<file path="config.mk">
export PLATFORM = sky130hd
export DESIGN_NAME = dmem_rr_arbiter
export DESIGN_NICKNAME = d
export VERILOG_FILES = /design/src/rtl/dmem_rr_arbiter.sv
export SDC_FILE = /design/constraint.sdc
export NUM_CORES = 1
export LEC_CHECK = 0
export ABC_AREA = 1
export BUFFER_PORTS_ARGS = -buffer_cell sky130_fd_sc_hd__clkbuf_2
export CORE_MARGIN = 1
export CORE_UTILIZATION = 45
export CTS_CLUSTER_SIZE = 24
export DETAILED_ROUTE_END_ITERATION = 7
export GPL_ROUTABILITY_DRIVEN = 1
export PLACE_DENSITY = 0.75
export SYNTH_ARGS = -nofsm -noshare
export SYNTH_HDL_FRONTEND = slang
export SYNTH_SLANG_ARGS = --single-unit
</file>
<file path="constraint.sdc">
create_clock -name Clk -period 5.6 [get_ports Clk]
set_clock_uncertainty 0.15 [all_clocks]
set_input_delay 1.12 -clock Clk [delete_from_list [all_inputs] [get_ports Clk]]
set_output_delay 1.12 -clock Clk [all_outputs]
set_load 0.05 [all_outputs]
</file>
<file path="src/rtl/dmem_rr_arbiter.sv">
// -----------------------------------------------------------------------------
// dmem_rr_arbiter
//
// Shares one single-ported DRAM between four cores. Each core presents a
// level-sensitive read or write request that it holds until it sees a
// one-cycle completion pulse. The arbiter serves one transaction at a time
// and picks the next port round-robin, starting just after the port that was
// served last. A port that has been served is locked out until it drops its
// request (four-phase handshake), so a core that keeps its request high
// cannot be served twice for the same request.
//
// Transaction timing, counting the IDLE cycle in which the grant happens as T:
//   read : rEN at T+1, DRAM data on MEM at T+2, MEM_k and memAV_k at T+3
//   write: wEN at T+1, memAV_k at T+2
//
// Ports
//   Clk, Rst_n            clock, asynchronous active-low reset
//   coreS_k               core k halted; its requests are ignored while high
//   memREAD_k / memWE_k   core k read / write request (write wins if both)
//   AR_k / DR_k           core k address / write data
//   MEM_k                 registered read data returned to core k
//   memAV_k               registered one-cycle completion pulse to core k
//   addr / DR_OUT         DRAM address / write data (hold outside ISSUE)
//   rEN / wEN             DRAM read / write enable (high only in ISSUE)
//   MEM                   DRAM read data, valid one cycle after rEN
// -----------------------------------------------------------------------------
module dmem_rr_arbiter #(
    parameter int WIDTH = 8
) (
    input  logic             Clk,
    input  logic             Rst_n,

    input  logic             coreS_1,
    input  logic             coreS_2,
    input  logic             coreS_3,
    input  logic             coreS_4,

    input  logic             memREAD_1,
    input  logic             memREAD_2,
    input  logic             memREAD_3,
    input  logic             memREAD_4,

    input  logic             memWE_1,
    input  logic             memWE_2,
    input  logic             memWE_3,
    input  logic             memWE_4,

    input  logic [WIDTH-1:0] AR_1,
    input  logic [WIDTH-1:0] AR_2,
    input  logic [WIDTH-1:0] AR_3,
    input  logic [WIDTH-1:0] AR_4,

    input  logic [WIDTH-1:0] DR_1,
    input  logic [WIDTH-1:0] DR_2,
    input  logic [WIDTH-1:0] DR_3,
    input  logic [WIDTH-1:0] DR_4,

    output logic [WIDTH-1:0] MEM_1,
    output logic [WIDTH-1:0] MEM_2,
    output logic [WIDTH-1:0] MEM_3,
    output logic [WIDTH-1:0] MEM_4,

    output logic             memAV_1,
    output logic             memAV_2,
    output logic             memAV_3,
    output logic             memAV_4,

    output logic [WIDTH-1:0] addr,
    output logic [WIDTH-1:0] DR_OUT,
    output logic             rEN,
    output logic             wEN,
    input  logic [WIDTH-1:0] MEM
);

    // -------------------------------------------------------------------------
    // FSM encoding
    // -------------------------------------------------------------------------
    localparam logic [1:0] S_IDLE  = 2'd0;  // waiting for an eligible port
    localparam logic [1:0] S_ISSUE = 2'd1;  // rEN or wEN on the DRAM bus
    localparam logic [1:0] S_CAPT  = 2'd2;  // DRAM read data on MEM
    localparam logic [1:0] S_DONE  = 2'd3;  // memAV pulse to the granted port

    // -------------------------------------------------------------------------
    // Per-port inputs gathered into vectors/arrays so the grant logic can
    // index them by port number (index 0 is core 1).
    // -------------------------------------------------------------------------
    logic [3:0]       halt;
    logic [3:0]       rd_req;
    logic [3:0]       wr_req;
    logic [WIDTH-1:0] ar [4];
    logic [WIDTH-1:0] dr [4];

    assign halt   = {coreS_4,   coreS_3,   coreS_2,   coreS_1};
    assign rd_req = {memREAD_4, memREAD_3, memREAD_2, memREAD_1};
    assign wr_req = {memWE_4,   memWE_3,   memWE_2,   memWE_1};

    assign ar[0] = AR_1;
    assign ar[1] = AR_2;
    assign ar[2] = AR_3;
    assign ar[3] = AR_4;

    assign dr[0] = DR_1;
    assign dr[1] = DR_2;
    assign dr[2] = DR_3;
    assign dr[3] = DR_4;

    // -------------------------------------------------------------------------
    // State
    // -------------------------------------------------------------------------
    logic [1:0]       state_q,  state_d;
    logic [1:0]       rr_ptr_q, rr_ptr_d;   // first port to look at in IDLE
    logic [1:0]       gnt_q,    gnt_d;      // port owning the transaction
    logic             is_wr_q,  is_wr_d;    // latched operation
    logic [3:0]       served_q, served_d;   // handshake lock-out per port
    logic [WIDTH-1:0] addr_q,   addr_d;
    logic [WIDTH-1:0] dout_q,   dout_d;
    logic             ren_q,    ren_d;
    logic             wen_q,    wen_d;
    logic [3:0]       av_q,     av_d;
    logic [WIDTH-1:0] rdata_q [4];
    logic [WIDTH-1:0] rdata_d [4];

    // -------------------------------------------------------------------------
    // Eligibility and round-robin selection
    // -------------------------------------------------------------------------
    logic [3:0] eligible;
    logic       gnt_found;
    logic [1:0] gnt_idx;

    assign eligible = (rd_req | wr_req) & ~halt & ~served_q;

    // Scan the four ports starting at rr_ptr; the 2-bit index wraps 4->1 on
    // its own, so the first hit in scan order is the round-robin winner.
    always_comb begin
        logic [1:0] idx;
        // NOTE: every signal written in an always_comb gets a default value
        // first; a path that leaves one unassigned would infer a latch.
        idx       = '0;
        gnt_found = 1'b0;
        gnt_idx   = rr_ptr_q;
        for (int i = 0; i < 4; i++) begin
            idx = rr_ptr_q + 2'(i);
            if (!gnt_found && eligible[idx]) begin
                gnt_found = 1'b1;
                gnt_idx   = idx;
            end
        end
    end

    // -------------------------------------------------------------------------
    // Next-state logic
    // -------------------------------------------------------------------------
    always_comb begin
        state_d  = state_q;
        rr_ptr_d = rr_ptr_q;
        gnt_d    = gnt_q;
        is_wr_d  = is_wr_q;
        addr_d   = addr_q;
        dout_d   = dout_q;
        ren_d    = 1'b0;
        wen_d    = 1'b0;
        av_d     = '0;
        rdata_d  = rdata_q;

        // A served port is released once it has dropped both request lines.
        served_d = served_q & (rd_req | wr_req);

        case (state_q)
            S_IDLE: begin
                if (gnt_found) begin
                    // Address, data and operation are captured here so later
                    // changes on AR_k/DR_k/coreS_k cannot disturb the
                    // transaction. Write takes precedence over read.
                    gnt_d   = gnt_idx;
                    is_wr_d = wr_req[gnt_idx];
                    addr_d  = ar[gnt_idx];
                    dout_d  = dr[gnt_idx];
                    wen_d   = wr_req[gnt_idx];
                    ren_d   = ~wr_req[gnt_idx];
                    state_d = S_ISSUE;
                end
            end

            S_ISSUE: begin
                if (is_wr_q) begin
                    // Write completes as soon as the DRAM has taken it.
                    av_d[gnt_q] = 1'b1;
                    state_d     = S_DONE;
                end else begin
                    state_d     = S_CAPT;
                end
            end

            S_CAPT: begin
                // DRAM output is valid now, one cycle after rEN.
                rdata_d[gnt_q] = MEM;
                av_d[gnt_q]    = 1'b1;
                state_d        = S_DONE;
            end

            S_DONE: begin
                served_d[gnt_q] = 1'b1;
                rr_ptr_d        = gnt_q + 2'd1;
                state_d         = S_IDLE;
            end

            default: begin
                state_d = S_IDLE;
            end
        endcase
    end

    // -------------------------------------------------------------------------
    // Registers
    // -------------------------------------------------------------------------
    always_ff @(posedge Clk or negedge Rst_n) begin
        if (!Rst_n) begin
            // NOTE: state uses non-blocking assignments so every register
            // samples the pre-edge values, independent of statement order.
            state_q  <= S_IDLE;
            rr_ptr_q <= 2'd0;
            gnt_q    <= 2'd0;
            is_wr_q  <= 1'b0;
            served_q <= '0;
            addr_q   <= '0;
            dout_q   <= '0;
            ren_q    <= 1'b0;
            wen_q    <= 1'b0;
            av_q     <= '0;
            // NOTE: the read-data holding registers are cleared because the
            // MEM_k outputs must read 0 in reset; a real RAM array would not
            // be reset.
            for (int k = 0; k < 4; k++) begin
                rdata_q[k] <= '0;
            end
        end else begin
            state_q  <= state_d;
            rr_ptr_q <= rr_ptr_d;
            gnt_q    <= gnt_d;
            is_wr_q  <= is_wr_d;
            served_q <= served_d;
            addr_q   <= addr_d;
            dout_q   <= dout_d;
            ren_q    <= ren_d;
            wen_q    <= wen_d;
            av_q     <= av_d;
            for (int k = 0; k < 4; k++) begin
                rdata_q[k] <= rdata_d[k];
            end
        end
    end

    // -------------------------------------------------------------------------
    // Outputs
    // -------------------------------------------------------------------------
    assign addr    = addr_q;
    assign DR_OUT  = dout_q;
    assign rEN     = ren_q;
    assign wEN     = wen_q;

    assign MEM_1   = rdata_q[0];
    assign MEM_2   = rdata_q[1];
    assign MEM_3   = rdata_q[2];
    assign MEM_4   = rdata_q[3];

    assign memAV_1 = av_q[0];
    assign memAV_2 = av_q[1];
    assign memAV_3 = av_q[2];
    assign memAV_4 = av_q[3];

endmodule

</file>
==> After elaboration in Yosys (flattened, before gate mapping) <==
Cells that the tools add are included.
Widths: inputs -> output; s select.
{ "totals": {"reg_bits": 65, "latch_bits": 0, "ramBits": 0, "mem_bits_ro": 0, "in_bits": 86, "out_inout_bits": 54, "wordCells": 90, "n_memories": 0} }
{ "classes": {"add_sub_neg": 4, "mul": 0, "div_mod_pow": 0, "order_cmp": 10, "n_eq_ne": 4, "shift": 0, "muxes": 38, "bitwise_logic": 10, "n_reduce_logical": 10} }
{ "ops": {"columns": ["cell", "n"], "rows": [
  ["$mux 8", 5],
  ["$bmux 8 s2", 2],
  ["$bwmux 32", 1],
  ["$lt 2x3->1 const B", 6],
  ["$demux 8 s2", 1],
  ["$mux 1", 15],
  ["$and 4x4->4", 3],
  ["$bmux 1 s2", 5],
  ["$mux 2", 4],
  ["$mux 4", 2],
  ["$not 4->4", 2],
  ["$or 4x4->4", 2],
  ["$pmux 2 s4", 1],
  ["$pmux 4 s2", 1],
  ["$ge 3x3->1 const B", 2],
  ["$not 2->3", 2],
  ["$logic_and 1x1->1", 5],
  ["$add 2x1->2 const B", 2],
  ["$add 2x2->2 const B", 2],
  ["$eq 2x2->1 const B", 2],
  ["$logic_not 1->1", 3],
  ["$lt 3x1->1 const B", 1],
  ["$demux 1 s2", 1],
  ["$eq 2x1->1 const B", 1],
  ["5 further kinds", 5]
]} }

==> Depth between registers and ports, before layout <==
Gate-level depths: netlist of the first run.
{ "depth": {"depth_word": 20, "ltp_mapped": 18, "depth_no_buf": 17} }

==> Worst setup path after synthesis of the first run <==
Ideal clock, no wire load.
{ "synth_path": {"kind": "input port to flip-flop", "from": "input port coreS_4", "to": "register dout_q[3], in the netlist DR_OUT[3]", "setup_time_ns": 0.125, "arrival_ns": 2.370, "required_time_ns": 5.325, "path_slack_ns": 2.955, "stages": 13, "n_path_buf": 1, "path_cell_list": "nor2_1 > nand3_1 > nand2_1 > nand2_1 > nand2_2 > nand4_2 > nor2_1 > inv_1 > nand2_2 > nor2_4 > buf_4 > nand2_1 > nand3_1"} }
{ "synth_via": {"elab_chain_cells": 19, "word_cells_on_any_way": 29, "classes_between": "mux (18); bitwise (4); reduce/logical (7)"} }
{ "synth_lines": {"columns": ["element", "line_no", "source"], "rows": [
  ["from (decl)", "36", "input logic coreS_4,"],
  ["$not 4->4 *", "130", "assign eligible = (rd_req | wr_req) & ~halt & ~served_q;"],
  ["$and 4x4->4 * (2 in series)", "130", null],
  ["$bmux 1 s2", "143", "if (!gnt_found && eligible[idx]) begin"],
  ["$mux 1 (not written as such)", "143", null],
  ["$mux 1", "143", null],
  ["$logic_not 1->1", "143", null],
  ["$logic_and 1x1->1", "143", null],
  ["$mux 1", "143", null],
  ["$logic_not 1->1", "143", null],
  ["$logic_and 1x1->1", "143", null],
  ["$mux 1", "143", null],
  ["$logic_not 1->1", "143", null],
  ["$logic_and 1x1->1", "143", null],
  ["$mux 2", "143", null],
  ["$not 2->3 (not written as such)", "177", "dout_d = dr[gnt_idx];"],
  ["$bmux 8 s2", "177", null],
  ["$mux 8 (not written as such) (2 in series)", "177", null],
  ["to (signal assigned)", "243", "dout_q <= dout_d;"],
  ["to (decl)", "116", "logic [WIDTH-1:0] dout_q, dout_d;"]
]} }
Mark *: on every way between the ends. The rest lies on a longest branch, timed or not. The select of a mux whose other input is x is not followed.
A chain may end at the register's enable or synchronous reset.

==> Worst setup path after layout of the first run <==
{ "layout_path": {"from": "input port coreS_2", "to": "register is_wr_q"} }
{ "layout_via": {"elab_chain_cells": 17, "word_cells_on_any_way": 27, "classes_between": "mux (17); bitwise (3); reduce/logical (7)"} }
{ "layout_lines": {"columns": ["element", "line_no", "source"], "rows": [
  ["from (decl)", "34", "input logic coreS_2,"],
  ["$not 4->4 *", "130", null],
  ["$and 4x4->4 * (2 in series)", "130", null],
  ["$bmux 1 s2", "143", null],
  ["$mux 1 (not written as such)", "143", null],
  ["$mux 1", "143", null],
  ["$logic_not 1->1", "143", null],
  ["$logic_and 1x1->1", "143", null],
  ["$mux 1", "143", null],
  ["$logic_not 1->1", "143", null],
  ["$logic_and 1x1->1", "143", null],
  ["$mux 1", "143", null],
  ["$logic_not 1->1", "143", null],
  ["$logic_and 1x1->1", "143", null],
  ["$mux 2", "143", null],
  ["$bmux 1 s2", "175", "is_wr_d = wr_req[gnt_idx];"],
  ["$mux 1 (not written as such)", "175", null],
  ["to (signal assigned)", "240", "is_wr_q <= is_wr_d;"],
  ["to (decl)", "113", "logic is_wr_q, is_wr_d;"]
]} }
Marks and branches as above.

==> flow_metrics.py, run 1 <==
metrics = {
    "synthesis": {
        "netlist_instances": 461,
        "netlist.top_cell.by_area": "sky130_fd_sc_hd__dfrtp_1",
        "synth.yosys.warnings": 0,
        "synth_xor_xnor_area_share_pct": 0.939,
        "syn_avg_cell_area_um2": 7.51,
        "netlist-cell-type-count": 21,
        "synth-seq-area-share_pct": 47.0,
        "synthDominantCellAreaShare_pct": 47.0,
        "postSynthNetCount": 555,
        "post_synth_fa_ha_maj_area_fraction_pct": 2.89,
        "synth_simple_gate_area_share_pct": 35.7,
        "muxShareOfSynthArea_pct": 0,
        "ys_top_cells_by_area": "sky130_fd_sc_hd__dfrtp_1 (47%), sky130_fd_sc_hd__nand2_1 (20%), sky130_fd_sc_hd__nand3_1 (11%)",
        "synth_compound_gate_area_share_pct": 6.72,
        "number_of_register_bits_inferred_by_synthesis": 65,
        "synth_top_family_by_area": "simple AND/OR/NAND/NOR gates",
        "synth_area_um2": 3460,
    },
    "detailed_routing": {
        "wl_um": 8650,
        "drt_first_iter_violations": 178,
        "via_cell_ratio": 4.91,
        "detail_route.first_pass.iterations": 4,
        "routed-via-count": 3415,
        "post-route-drc-count": 0,
        "post_drt_wl_per_cell_um": 12.4,
        "antenna_violating_nets_post_route": 0,
    },
    "clocking": {
        "cts_root_buf": "sky130_fd_sc_hd__clkbuf_8",
        "postCtsResizedCells": 0,
        "cts_buffers": 9,
        "numClockSinks": 65,
        "postCtsSetupRepairBufs": 0,
        "quantity_of_hold_fixing_buffers_added_after_cts": 0,
        "cts_max_path_buffers": 2,
        "clk_pin_slew_ns": 0.08,
        "clock_latency_ns": 0.33,
        "cts_htree_levels": 3,
        "tritoncts": "yes",
    },
    "cells_and_area": {
        "fill_cells": 695,
        "layout-area-overhead-vs-synth_pct": 26.5,
        "final-instance-count-excl-fill": 696,
        "drive_gt1_share_pct": 28.5,
        "antenna_cells": 0,
        "most_used_cells_in_the_layout_excluding_fill_and_tap_cells": "sky130_fd_sc_hd__nand2_1 (188), sky130_fd_sc_hd__clkbuf_2 (138), sky130_fd_sc_hd__nand3_1 (78)",
        "nNetsFinal": 686,
        "finish.instance_area_um2": 4380,
        "final_common_cell": "sky130_fd_sc_hd__nand2_1",
    },
    "grt": {
        "grt_antenna_before_repair": 0,
        "globalRouteTotalUtil_pct": 22.6,
        "grt_max_degree": 66,
        "grt-ovfl-total": 0,
        "via_count_of_the_first_global_routing_pass": 3176,
        "first_pass_grt_wire_length_um": 14600,
    },
    "timing": {
        "clock.fmax_mhz": 314,
        "slew_violations": 0,
        "period_share_pct": 56.9,
        "totalNegativeSetupSlack_ns": 0,
        "report.final.setup_viol": 0,
        "unrepaired_setup_endpoints_after_global_routing": "no",
        "worstMarginPinSlew_ns": 0.792,
        "max_slew_margin_pct": 47.2,
        "timing.final.crit_period_ns": 3.19,
        "timing.final.hold_violations": 0,
    },
    "run": {
        "drv_cap": 0,
    },
    "setup_path": {
        "criticalPathCategory": "in2reg",
        "path_common_cell": "sky130_fd_sc_hd__nand2_1",
        "critical_path.endpoint_type": "register",
        "cpPeakStageDelay_ns": 0.46,
        "path_cells": "clkbuf_2 > nor2_1 > nand3_1 > nand3_1 > nand2_2 > nand3_1 > nand2_1 > nand2_2 > nand2_4 > nand2_1 > nand2_1 > nand2_1 > nand2_1 > nand2_1 > nand2_1",
        "worst-endpoint-required_ns": 5.68,
        "crit_arrival_ns": 3.27,
        "setup.worst_path.start_class": "input pin",
        "worstPathMaxFanout": 35,
        "critical-path-slowest-cell": "sky130_fd_sc_hd__nand2_2",
    },
    "worst_hold_path": {
        "worst_hold_check_path_type": "reg2reg",
    },
    "floorplan": {
        "dieWidth_um": 89.7,
        "io_pins": 140,
        "die_y_um": 89.7,
        "floorplan.initialDensity_pct": 47.2,
        "fp.dieArea_um2": 8050,
        "rows": 31,
        "core_area_um2": 7330,
    },
    "placement": {
        "numPlacedInstances": 680,
        "port_buffers": 139,
        "place.detailed.hpwl_um": 6450,
        "gp_congestion": 0.842,
        "dpl_cell_area_um2": 4180,
    },
    "status": {
        "outcome": "finished, final reports clean",
    },
}
==> cell families (layout without fill, tap and decap cells) <==
family | after synthesis | in the layout
AO/OA/AOI/OAI | 46 | 46
XOR/XNOR | 2 | 2
adder cells (fa/ha/maj) | 8 | 8
buffers and inverters | 52 | 188
flip-flops | 65 | 65
AND/OR/NAND/NOR | 288 | 288
==> path summary, 6_finish.rpt <==
path / cells after the start / startpoint / to / slack [ns]
worst min-delay path: 2 / MEM_4[7]$_DFFE_PN0P_ / MEM_4[7]$_DFFE_PN0P_ / 0.34
worst min register to register: 2 / MEM_4[7]$_DFFE_PN0P_ / MEM_4[7]$_DFFE_PN0P_ / 0.34
worst max-delay path: 15 / coreS_2 / is_wr_q$_DFFE_PN0P_ / 2.41
worst max register to register: 14 / rr_ptr_q[0]$_DFFE_PN0N_ / is_wr_q$_DFFE_PN0P_ / 2.67
min in group asynchronous: 2 / Rst_n / DR_OUT[6]$_DFFE_PN0P_ / 0.78
max in group asynchronous: 2 / Rst_n / DR_OUT[7]$_DFFE_PN0P_ / 3.98
==> worst max-delay path, delay by kind of cell <==
family / cells / cell delay [ns]
buf+inv: 1 / 0.08
simple gates: 14 / 2.06
==> metal layers <==
| layer | global-route usage (%) | vias to the layer above | wire (um) |
|---|---|---|---|
| met5 | 0 | - | 0 |
| met4 | 9.70 | 0 | 134 |
| met3 | 3.72 | 13 | 428 |
| met2 | 38.8 | 110 | 4350 |
| met1 | 28.2 | 1558 | 3740 |
| li1 | - | 1734 | - |
==> layout make-up <==
cell class | instances | area, um2 | share of cell area (%)
clock buffers | 9 | 124 | 2.83
clock inverters | 7 | 82.6 | 1.88
inverters | 32 | 120 | 2.74
multi-input cells | 344 | 1600 | 36.6
flip-flops and latches | 65 | 1630 | 37.1
well taps | 99 | 124 | 2.83
repair buffers | 140 | 703 | 16.0
==> registers in the layout (all words and copies together) (netlist names) <==
register and count:
addr 8, rr_ptr_q 2, served_q 4, av_q 4, MEM_2 8, MEM_1 8, MEM_4 8, DR_OUT 8
MEM_3 8, is_wr_q 1, gnt_q 2, rEN 1, wEN 1, state_q 2
==> synth_stat cells, drive strengths merged <==
cell    instances
dfrtp          65
buf            14
clkbuf          6
o21ai          41
o21bai          1
xnor2           1
ha              8
xor2            1
nand3          79
a21oi           4
nor2           14
inv            32
nand2         194
nand4           1
==> metrics by stage <==
stage | setup slack [ns] | utilization (%) | hold slack, ns
2_1_floorplan | 2.96 | - | 0.299
3_3_place_gp | 2.15 | 57.0 | 0.314
3_5_place_dp | 2.05 | 57.0 | 0.322
4_1_cts | 2.44 | 59.8 | 0.340
5_1_grt | 2.08 | 59.8 | 0.372
6_report | 2.41 | 59.8 | 0.337
Power of run 1 is not shown: default switching activity piles up to over one toggle a cycle in this logic, so the estimate is an artifact.
==> inputs of run 2 (changes only) <==
- clock period: 5.6 -> 3.27 ns (I/O delays scaled with it)
==> flow_metrics.py, run 2 (synthesis results as in run 1) <==
metrics = {
    "clocking": {
        "cts_htree_levels": 3,
        "cts_buffers": 9,
        "numClockSinks": 65,
        "clock_latency_ns": 0.33,
        "cts_root_buf": "sky130_fd_sc_hd__clkbuf_8",
        "postCtsSetupRepairBufs": 0,
        "clk_pin_slew_ns": 0.07,
        "postCtsResizedCells": 0,
        "tritoncts": "yes",
        "cts_max_path_buffers": 2,
        "quantity_of_hold_fixing_buffers_added_after_cts": 0,
    },
    "detailed_routing": {
        "via_cell_ratio": 4.88,
        "wl_um": 8610,
        "post_drt_wl_per_cell_um": 12.3,
        "routed-via-count": 3408,
        "drt_first_iter_violations": 133,
        "post-route-drc-count": 0,
        "detail_route.first_pass.iterations": 5,
        "antenna_violating_nets_post_route": 0,
    },
    "grt": {
        "globalRouteTotalUtil_pct": 21.9,
        "met1_usage_pct": 29.0,
        "grt_met2_use_pct": 36.7,
        "gr-max-usage-layer": "met2",
        "grt_util_met3_pct": 3.47,
        "grt_max_degree": 36,
        "via_count_of_the_first_global_routing_pass": 3177,
        "grt-ovfl-total": 0,
        "grt_antenna_before_repair": 0,
        "first_pass_grt_wire_length_um": 14400,
    },
    "timing": {
        "clock.fmax_mhz": 376,
        "worstMarginPinSlew_ns": 0.742,
        "report.final.setup_viol": 0,
        "timing.final.crit_period_ns": 2.66,
        "period_share_pct": 81.3,
        "timing.final.hold_violations": 0,
        "totalNegativeSetupSlack_ns": 0,
        "slew_violations": 0,
        "hold_ws_ns": 0.234,
        "unrepaired_setup_endpoints_after_global_routing": "no",
        "max_slew_margin_pct": 50.6,
    },
    "cells_and_area": {
        "antenna_cells": 0,
        "final_common_cell": "sky130_fd_sc_hd__nand2_1",
        "fill_cells": 704,
        "most_used_cells_in_the_layout_excluding_fill_and_tap_cells": "sky130_fd_sc_hd__nand2_1 (188), sky130_fd_sc_hd__clkbuf_2 (138), sky130_fd_sc_hd__nand3_1 (78)",
        "nNetsFinal": 688,
        "layout-area-overhead-vs-synth_pct": 27.2,
        "drive_gt1_share_pct": 28.7,
    },
    "floorplan": {
        "floorplan.initialDensity_pct": 47.2,
        "die_y_um": 89.7,
        "rows": 31,
        "io_pins": 140,
        "dieWidth_um": 89.7,
        "fp.dieArea_um2": 8050,
        "core_area_um2": 7330,
    },
    "setup_path": {
        "crit_arrival_ns": 2.72,
        "criticalPathCategory": "reg2reg",
        "worstPathMaxFanout": 22,
        "timing.reg2reg.setup_slack_ns": 0.61,
        "setup.worst_path.start_class": "register",
        "critical_path.endpoint_type": "register",
        "worst-endpoint-required_ns": 3.33,
    },
    "placement": {
        "gp_congestion": 0.842,
        "place.detailed.hpwl_um": 6400,
        "port_buffers": 139,
    },
    "status": {
        "outcome": "finished, final reports clean",
    },
    "worst_hold_path": {
        "worst_hold_check_path_type": "in2async",
    },
    "run": {
        "drv_cap": 0,
    },
}
run 2: cell count changes in the layout (fill, tap and decap cells not counted), sizes merged:
cell	change
buf	+2
clkinvlp	+1
inv	-1
run 2: area by class of cell:
type / count / area (um2) / share of cell area, %
flip-flops and latches: 65 / 1630 / 36.9
multi-input cells: 344 / 1600 / 36.4
repair buffers: 142 / 731 / 16.6
clock buffers: 9 / 124 / 2.81
well taps: 99 / 124 / 2.81
inverters: 32 / 120 / 2.73
clock inverters: 7 / 77.6 / 1.76
run 2: critical path: stages (launching register included):
cell                      delay [ns]
sky130_fd_sc_hd__dfrtp_1        0.66
sky130_fd_sc_hd__inv_2          0.13
sky130_fd_sc_hd__nand3_1        0.15
sky130_fd_sc_hd__nand3_1        0.10
sky130_fd_sc_hd__nand2_2        0.12
sky130_fd_sc_hd__nand2_1        0.10
sky130_fd_sc_hd__nor2_4         0.13
sky130_fd_sc_hd__nand3_1        0.12
sky130_fd_sc_hd__nand2_2        0.37
sky130_fd_sc_hd__inv_2          0.26
sky130_fd_sc_hd__nand3_1        0.17
sky130_fd_sc_hd__nand3_1        0.09
run 2: stage by stage:
stage | utilization [%] | instances | setup WS, ns | cell area (um2)
4_1_cts | 60.1 | 698 | 0.603 | 4400
5_1_grt | 60.1 | 698 | 0.334 | 4400
6_report | 60.1 | 698 | 0.612 | 4400
3_3_place_gp | 57.3 | 682 | 0.597 | 4200
2_1_floorplan | - | 461 | 1.09 | 3460
3_5_place_dp | 57.3 | 682 | 0.493 | 4200
run 2: layer usage:
layer | wire length, um | vias up | part of all wire (%)
li1 | - | 1740 | -
met1 | 3850 | 1557 | 45
met2 | 4260 | 107 | 49
met3 | 437 | 4 | 5.1
met4 | 67 | 0 | 0.78
met5 | 0 | - | 0
run 2: worst paths after layout:
check / start / endpoint / depth (start not counted)
min in group Clk: MEM_2[1]$_DFFE_PN0P_ / MEM_2[1]$_DFFE_PN0P_ / 2
max reg2reg: rr_ptr_q[0]$_DFFE_PN0N_ / DR_OUT[5]$_DFFE_PN0P_ / 11
max in group asynchronous: Rst_n / av_q[3]$_DFF_PN0_ / 2
min reg2reg: MEM_2[1]$_DFFE_PN0P_ / MEM_2[1]$_DFFE_PN0P_ / 2
max: rr_ptr_q[0]$_DFFE_PN0N_ / DR_OUT[5]$_DFFE_PN0P_ / 11
min: Rst_n / addr[1]$_DFFE_PN0P_ / 1
Power of run 2 is left out for the same reason.
==> inputs of run 3 (changes only) <==
- clock period: 3.27 -> 2.7 ns (I/O delays scaled with it)
==> flow_metrics.py, run 3 (synthesis results as in run 1) <==
metrics = {
    "status": {
        "outcome": "finished, final reports clean",
    },
    "detailed_routing": {
        "routed-via-count": 3429,
        "detail_route.first_pass.iterations": 5,
        "drt_first_iter_violations": 199,
        "post-route-drc-count": 0,
        "via_cell_ratio": 4.86,
        "post_drt_wl_per_cell_um": 12.6,
        "antenna_violating_nets_post_route": 0,
        "wl_um": 8920,
    },
    "grt": {
        "via_count_of_the_first_global_routing_pass": 3229,
        "first_pass_grt_wire_length_um": 14900,
        "grt-ovfl-total": 0,
        "globalRouteTotalUtil_pct": 22.7,
        "grt_max_degree": 35,
        "grt_antenna_before_repair": 0,
    },
    "setup_path": {
        "critical_path.endpoint_type": "register",
        "worst-endpoint-required_ns": 2.77,
        "cp.buffers_inverters": 1,
        "path_cells": "xnor2_2 > nand3_1 > nand2_1 > nand2_1 > nor2_4 > nand3_1 > nand2_2 > inv_2 > nand3_1 > nand3_1",
        "cpPeakStageDelay_ns": 0.53,
        "worst_path_dominant_cell_family": "simple AND/OR/NAND/NOR gates",
        "path_common_cell": "sky130_fd_sc_hd__nand3_1",
        "criticalPathCategory": "reg2reg",
        "crit_arrival_ns": 2.37,
        "critical-path-slowest-cell": "sky130_fd_sc_hd__dfrtp_2",
        "setup.worst_path.start_class": "register",
        "timing.reg2reg.setup_slack_ns": 0.40,
        "worstPathMaxFanout": 18,
    },
    "timing": {
        "max_slew_margin_pct": 66.6,
        "clock.fmax_mhz": 434,
        "totalNegativeSetupSlack_ns": 0,
        "worstMarginPinSlew_ns": 0.501,
        "report.final.setup_viol": 0,
        "slew_violations": 0,
        "timing.final.hold_violations": 0,
        "period_share_pct": 85.2,
        "unrepaired_setup_endpoints_after_global_routing": "no",
        "timing.final.crit_period_ns": 2.30,
    },
    "run": {
        "drv_cap": 0,
    },
    "clocking": {
        "cts_max_path_buffers": 2,
        "numClockSinks": 65,
        "clock_latency_ns": 0.34,
        "postCtsSetupRepairBufs": 0,
        "clk_pin_slew_ns": 0.09,
        "cts_buffers": 9,
        "cts_htree_levels": 3,
        "tritoncts": "yes",
        "cts_root_buf": "sky130_fd_sc_hd__clkbuf_8",
    },
    "floorplan": {
        "io_pins": 140,
        "rows": 31,
        "floorplan.initialDensity_pct": 47.2,
        "fp.dieArea_um2": 8050,
        "core_area_um2": 7330,
        "die_y_um": 89.7,
        "dieWidth_um": 89.7,
    },
    "cells_and_area": {
        "antenna_cells": 0,
        "layout-area-overhead-vs-synth_pct": 28.6,
        "drive_gt1_share_pct": 29.5,
        "nNetsFinal": 695,
        "final_common_cell": "sky130_fd_sc_hd__nand2_1",
        "most_used_cells_in_the_layout_excluding_fill_and_tap_cells": "sky130_fd_sc_hd__nand2_1 (188), sky130_fd_sc_hd__clkbuf_2 (138), sky130_fd_sc_hd__nand3_1 (78)",
    },
    "placement": {
        "gp_congestion": 0.810,
        "port_buffers": 139,
        "place.detailed.hpwl_um": 6830,
    },
    "worst_hold_path": {
        "worst_hold_check_path_type": "in2reg",
    },
}
-- run 3: routing by layer --
metal	global-route usage, %	vias to the layer above	wire [um]
met3	4.48	8	526
met2	38.5	107	4380
li1	-	1749	-
met5	0	-	0
met1	28.8	1565	3900
met4	7.92	0	106
-- run 3: cell type report --
| class | instances | area (um2) |
|---|---|---|
| clock inverters | 7 | 83.8 |
| clock buffers | 9 | 124 |
| inverters | 32 | 120 |
| well taps | 99 | 124 |
| multi-input cells | 344 | 1600 |
| fillers | 688 | 2880 |
| repair buffers | 149 | 773 |
| flip-flops and latches | 65 | 1630 |
-- run 3: worst paths after layout --
| check | endpoint | depth (start not counted) | start |
|---|---|---|---|
| min in group asynchronous | is_wr_q$_DFFE_PN0P_ | 2 | Rst_n |
| max in group asynchronous | av_q[2]$_DFF_PN0_ | 3 | Rst_n |
| min | MEM_1[2]$_DFFE_PN0P_ | 3 | MEM[2] |
| max | DR_OUT[5]$_DFFE_PN0P_ | 10 | rr_ptr_q[0]$_DFFE_PN0N_ |
| min reg2reg | MEM_2[4]$_DFFE_PN0P_ | 2 | MEM_2[4]$_DFFE_PN0P_ |
| max reg2reg | DR_OUT[5]$_DFFE_PN0P_ | 10 | rr_ptr_q[0]$_DFFE_PN0N_ |
-- run 3: what timing repair did --
| action | CTS | global route |
|---|---|---|
| setup endpoints to repair | 0 | 2 |
| gates resized for setup | 0 | 1 |
| hold buffers | 1 | 0 |
| hold endpoints to repair | 16 | 0 |
-- run 3: worst min-delay path: stages --
cell,delay [ns]
sky130_fd_sc_hd__clkbuf_2,0.08
sky130_fd_sc_hd__inv_1,0.08
sky130_fd_sc_hd__o21ai_0,0.09
-- run 3: metrics by stage --
stage               instances  area, um2  hold slack [ns]  setup slack, ns  util, %
floorplan                 461       3460           0.0944            0.635        -
global placement          688       4240            0.317            0.313     57.8
detailed placement        688       4240            0.327            0.261     57.8
CTS                       705       4450            0.317            0.245     60.7
global route              705       4450            0.356            0.153     60.8
finish                    705       4450            0.329            0.398     60.8
Power of run 3 is left out for the same reason.
